<file path="src/rtl/data_mem_responder.sv">
`default_nettype none
// ============================================================================
//  Module      : data_mem_responder
//  Description : Word-addressed data memory slave with a fixed, parameterised
//                response latency, byte-enable writes and error reporting for
//                misaligned or out-of-range accesses.
//  Revision    : 1.0 - initial release
// ============================================================================
module data_mem_responder #(
  parameter int DEPTH   = 64,
  parameter int LATENCY = 2
) (
  input  logic        clk,
  input  logic        clrn,
  input  logic        req,
  input  logic        we,
  input  logic [31:0] addr,
  input  logic [31:0] wdata,
  input  logic [3:0]  be,
  output logic        ready,
  output logic        ack,
  output logic [31:0] rdata,
  output logic        err
);

  localparam int         c_idx_w    = $clog2(DEPTH);
  localparam logic [3:0] c_cnt_load = 4'(LATENCY - 1);

  localparam logic [1:0] c_st_idle = 2'd0;
  localparam logic [1:0] c_st_wait = 2'd1;
  localparam logic [1:0] c_st_resp = 2'd2;

  logic [1:0]  r_state;
  logic [1:0]  w_next;
  logic [3:0]  r_cnt;

  // Request fields captured on the accept edge
  logic        r_we;
  logic [31:0] r_addr;
  logic [31:0] r_wdata;
  logic [3:0]  r_be;

  // Response registers
  logic        r_err;
  logic [31:0] r_rdata;

  // Storage array; intentionally not reset
  logic [31:0] mem [DEPTH];

  logic               w_accept;
  logic               w_enter_resp;
  logic               w_acc_we;
  logic [31:0]        w_acc_addr;
  logic [31:0]        w_acc_wdata;
  logic [3:0]         w_acc_be;
  logic               w_acc_bad;
  logic [c_idx_w-1:0] w_acc_idx;

  assign w_accept     = (r_state == c_st_idle) && req;
  assign w_enter_resp = (r_state != c_st_resp) && (w_next == c_st_resp);

  // With a single-cycle latency the array is accessed on the same edge that
  // accepts the request, so the live inputs must feed the access path; for
  // longer latencies the captured copy is used so later input changes are
  // invisible to the in-flight transaction.
  generate
    if (LATENCY == 1) begin : g_direct_access
      assign w_acc_we    = we;
      assign w_acc_addr  = addr;
      assign w_acc_wdata = wdata;
      assign w_acc_be    = be;
    end else begin : g_captured_access
      assign w_acc_we    = r_we;
      assign w_acc_addr  = r_addr;
      assign w_acc_wdata = r_wdata;
      assign w_acc_be    = r_be;
    end
  endgenerate

  // Misaligned or beyond the array -> error response, no array side effects
  assign w_acc_bad = (w_acc_addr[1:0] != 2'b00) ||
                     ({2'b00, w_acc_addr[31:2]} >= 32'(DEPTH));
  assign w_acc_idx = w_acc_addr[c_idx_w+1:2];

  // State register
  always_ff @(posedge clk or negedge clrn) begin
    if (!clrn) begin
      r_state <= c_st_idle;
    end else begin
      r_state <= w_next;
    end
  end

  // Next-state logic: IDLE -> (WAIT ->)* RESP -> IDLE
  always_comb begin
    w_next = r_state;
    case (r_state)
      c_st_idle: begin
        if (req) begin
          w_next = (LATENCY == 1) ? c_st_resp : c_st_wait;
        end
      end
      c_st_wait: begin
        if (r_cnt <= 4'd1) begin
          w_next = c_st_resp;
        end
      end
      c_st_resp: begin
        w_next = c_st_idle;
      end
      default: begin
        w_next = c_st_idle;
      end
    endcase
  end

  // Output decode: handshake flags follow the state, error only with ack
  always_comb begin
    ready = (r_state == c_st_idle);
    ack   = (r_state == c_st_resp);
    err   = (r_state == c_st_resp) && r_err;
    rdata = r_rdata;
  end

  // Latency counter: loaded on accept, counts down while waiting
  always_ff @(posedge clk or negedge clrn) begin
    if (!clrn) begin
      r_cnt <= 4'd0;
    end else if (w_accept) begin
      r_cnt <= c_cnt_load;
    end else if ((r_state == c_st_wait) && (r_cnt != 4'd0)) begin
      r_cnt <= r_cnt - 4'd1;
    end
  end

  // Capture the request fields on the accept edge
  always_ff @(posedge clk or negedge clrn) begin
    if (!clrn) begin
      r_we    <= 1'b0;
      r_addr  <= 32'h0;
      r_wdata <= 32'h0;
      r_be    <= 4'h0;
    end else if (w_accept) begin
      r_we    <= we;
      r_addr  <= addr;
      r_wdata <= wdata;
      r_be    <= be;
    end
  end

  // Response data and error flag, updated only on the edge entering RESP
  always_ff @(posedge clk or negedge clrn) begin
    if (!clrn) begin
      r_err   <= 1'b0;
      r_rdata <= 32'h0;
    end else if (w_enter_resp) begin
      r_err <= w_acc_bad;
      if (w_acc_bad) begin
        r_rdata <= 32'h0;
      end else if (!w_acc_we) begin
        r_rdata <= mem[w_acc_idx];
      end
    end
  end

  // Byte-lane array write on the edge entering RESP; gated by clrn so a
  // request presented while reset is held can never reach the array
  always_ff @(posedge clk) begin
    if (clrn && w_enter_resp && w_acc_we && !w_acc_bad) begin
      for (int i = 0; i < 4; i++) begin
        if (w_acc_be[i]) begin
          mem[w_acc_idx][8*i +: 8] <= w_acc_wdata[8*i +: 8];
        end
      end
    end
  end

endmodule
`default_nettype wire

</file>
<file path="config.mk">
export PLATFORM = sky130hd
export DESIGN_NAME = data_mem_responder
export DESIGN_NICKNAME = d
export VERILOG_FILES = /design/src/rtl/data_mem_responder.sv
export SDC_FILE = /design/constraint.sdc
export NUM_CORES = 2
export LEC_CHECK = 0
export ABC_AREA = 1
export CAP_MARGIN = 20
export CORE_MARGIN = 4
export CORE_UTILIZATION = 55
export CTS_BUF_LIST = sky130_fd_sc_hd__clkbuf_16
export DETAILED_ROUTE_END_ITERATION = 8
export MAX_ROUTING_LAYER = met4
export PLACE_DENSITY_LB_ADDON = 0.25
export SYNTH_ARGS = -nofsm -noshare
export SYNTH_HDL_FRONTEND = slang
export SYNTH_SLANG_ARGS = --single-unit
</file>
<file path="constraint.sdc">
create_clock -name clk -period 3.3 [get_ports clk]
set_input_delay 0.33 -clock clk [delete_from_list [all_inputs] [get_ports clk]]
set_output_delay 0.33 -clock clk [all_outputs]
set_load 0.1 [all_outputs]
</file>
==> key figures <==
Yosys
  – Top_reg_cell synth: edfxtp_1
  – Yosys cell types: 27
  – Top cell type's share of synthesized area: a little under three quarters
  – Syn_area_per_cell: roughly 12 um2
  – Register area share after synthesis: 75.1%
  – Post-Syn Instances: 7086
  – FF+latch count, synth: 2156
  – Mapped Area: 0.0855 mm2
  – Most frequent cell after synthesis: nand2_1
  – Ranking of synthesized cells by area: edfxtp_1 72%, nand2_1 12%, nand3_1 6.2%
  – Most frequent cells after synthesis: 2662 x nand2_1, 2048 x edfxtp_1, 1063 x nand3_1
  – Synth warn: 0
  – Cell taking the most area after synthesis: edfxtp_1
  – Syn_nets: roughly 7000
  – FFs w/ async S/R, synth: 5.01%
  – EDFF count, synth: ~2000

Floorplanning
  – Die X: 402 um
  – Starting Density: 55.4%
  – # rows: 144
  – Number of I/O pins: 107
  – Die ar.: 0.162 mm2
  – Die height: around 400 um
  – Core area: between 0.15 and 0.2 mm2

Timing
  – Tcrit/Tclk final: around 91%
  – RSZ-0062 raised after global routing: no
  – Final Hold Vio Count: 0
  – Maximum clock frequency: 333 MHz
  – Setup TNS: 0 ns
  – Final Max Slew Viols: 0
  – Slew @ Worst Pin: 1.16 ns
  – Slew HR: between 20% and 30%
  – Setup Viol. Count Final: 0
  – Post-route clock skew: 0.0346 ns
  – Fin crit period: 3.00 ns

GRT
  – Vias in the first global route: 54448
  – Largest net degree at the start of global routing: 187
  – Initial antenna violation count: 15
  – First-pass GRT wire length: 355000 um
  – Remaining global-route overflow: 0
  – All-Layer GR Usage: 30.7%

Place
  – PortBufs: 106
  – Routability Congestion: 0.933
  – Hpwl dp: 152000 um

Final layout
  – Final #Nets: 7517
  – Final core utilization: roughly 64%
  – Area Growth Syn to Fin: 14.6%
  – Layout cells sized above 1: a little over a tenth

Power and ir drop
  – Leak pwr: 0.0352 uW
  – Power, Total: between 80000 and 90000 uW
  – Worst VDD drop: 0.00129 V
  – Power per cell area: 851 mW/mm2

Clock tree
  – Reg clk slew, reported paths: 0.06 ns
  – Clock buffer count from CTS: 206
  – Root Driver: clkbuf_16
  – CTS tree: done
  – Htree depth: 4
  – Postcts setup bufs: 0
  – Clk Latency, worst-skew pair: 0.84 ns
  – CTS sink count: 2156
  – CTS Buffer Depth: 3

Critical path
  – Cell breakdown of the critical path: inv_1 -> ha_1 -> nor2_1 -> nor3_4 -> nand2_1 -> nor2_4 -> nand2_2 -> buf_4 -> nor2_1 -> buf_4
  – CP arrival: 3.52 ns
  – Crit-path max cell delay: 0.42 ns
  – Critical-path top delay cell: dfrtp_1
  – Crit Path Class: reg2reg
  – Worst setup EP type: flip-flop
  – Worst Path Required: around 3.8 ns
  – Critical Path Start Type: flip-flop
  – FF-to-FF setup slack: roughly 0.3 ns
  – CP Max Fanout: 37

Flow run
  – Maxcap violations: 0

Run status
  – Status: completed

Routing
  – DR WL/cell: 25.1 um
  – Vias/cell: 5.89
  – Iter 0 DRT Violations: slightly below 8000
  – Antenna-violating nets left: 0
  – Initial DRT Pass Iterations: 7
  – Post-Route WL: 243000 um
  – DRC Markers: 0
  – Via count: 57127

Worst hold path
  – Min-Delay Path Class: in2reg
==> registers in the layout (all words and copies together) (netlist names) <==
name / flops
r_addr: 32
rdata: 32
mem: 2048
r_wdata: 32
r_be: 4
r_we: 1
r_state: 2
r_cnt: 4
r_err: 1
==> final cells by class <==
cell class | instances | area, um2
repair buffers | 565 | 5030
clock inverters | 180 | 1500
flip-flops and latches | 2156 | 64300
well taps | 2044 | 2560
diodes | 21 | 52.6
clock buffers | 212 | 5310
multi-input cells | 4479 | 19100
fillers | 11527 | 56300
inverters | 34 | 143
==> per-layer routing <==
metal,share of wire [%],track usage [%],up-vias,routed length [um]
met5,0,-,-,0
met4,5.1,14.5,0,12300
met3,12,7.29,534,28700
met2,46,45.5,3390,111000
met1,37,40.4,27665,91000
li1,-,-,25538,-
==> where the power goes <==
group          internal [uW]  switching, uW
clock                  13400          10200
sequential             34000           3190
combinational           5760          16800
==> placed cells by master (no fill, tap or decap), types with 3 or more instances in the layout <==
cell / instances
edfxtp_1: 2048
dfrtp_1: 75
dfrtp_2: 24
clkinv_4: 5
inv_6: 4
nor2_4: 5
and2_1: 63
nand2_2: 5
clkinv_8: 3
o21a_1: 3
dfrtp_4: 9
nand4_1: 250
inv_8: 3
buf_12: 42
ha_1: 3
o21ai_0: 19
dlygate4sd3_1: 24
bufinv_16: 22
clkbuf_16: 212
inv_1: 66
nand3_1: 1062
diode_2: 21
clkdlybuf4s50_1: 80
nor3_2: 5
clkinvlp_4: 12
nor2_1: 388
buf_4: 419
nand2_1: 2661
clkinv_2: 37
nor2_2: 4
a21oi_1: 4
clkinv_1: 57
==> through the flow <==
stage                     hold WS [ns]  setup slack, ns  cell area (um2)  cells
after CTS                      0.00295            0.358            97900   9668
final                           0.0595            0.299            98000   9691
after global placement           0.462            0.483            90800   9251
after global routing            0.0426            0.271            97900   9679
after detailed placement         0.466            0.420            90800   9252
after floorplan                 0.0344            0.360            85500   7086
==> final timing paths <==
check / startpoint / end / cells past startpoint
min in group asynchronous: clrn / rdata[31] / 3
setup / recovery: r_cnt[0] / mem[13][16] / 10
hold reg to reg: r_addr[12] / r_addr[12] / 2
max in group asynchronous: clrn / r_addr[2] / 3
setup reg to reg: r_cnt[0] / mem[13][16] / 10
hold / removal: addr[30] / r_addr[30] / 3
==> worst max-delay path: cells and delay by family (launching register included) <==
family        cells  cell delay (ns)
simple gates      6             1.40
fa+ha+maj         1             0.17
buf+inv           3             0.65
flops             1             0.42
==> cell families after synthesis <==
family | count (synthesis) | synth area share, %
flip-flops | 2156 | 75.1
adder cells (fa/ha/maj) | 3 | 0.0439
AND/OR/NAND/NOR | 4449 | 22.1
AO/OA/AOI/OAI | 27 | 0.170
buffers and inverters | 451 | 2.60
==> what timing repair did <==
action,4_1_cts,5_1_grt
endpoints found under the setup margin,0,0
endpoints found under the hold margin,131,0
hold buffers,24,0
gates resized for setup,0,0
No activity file was read; power rests on OpenSTA's default activity.
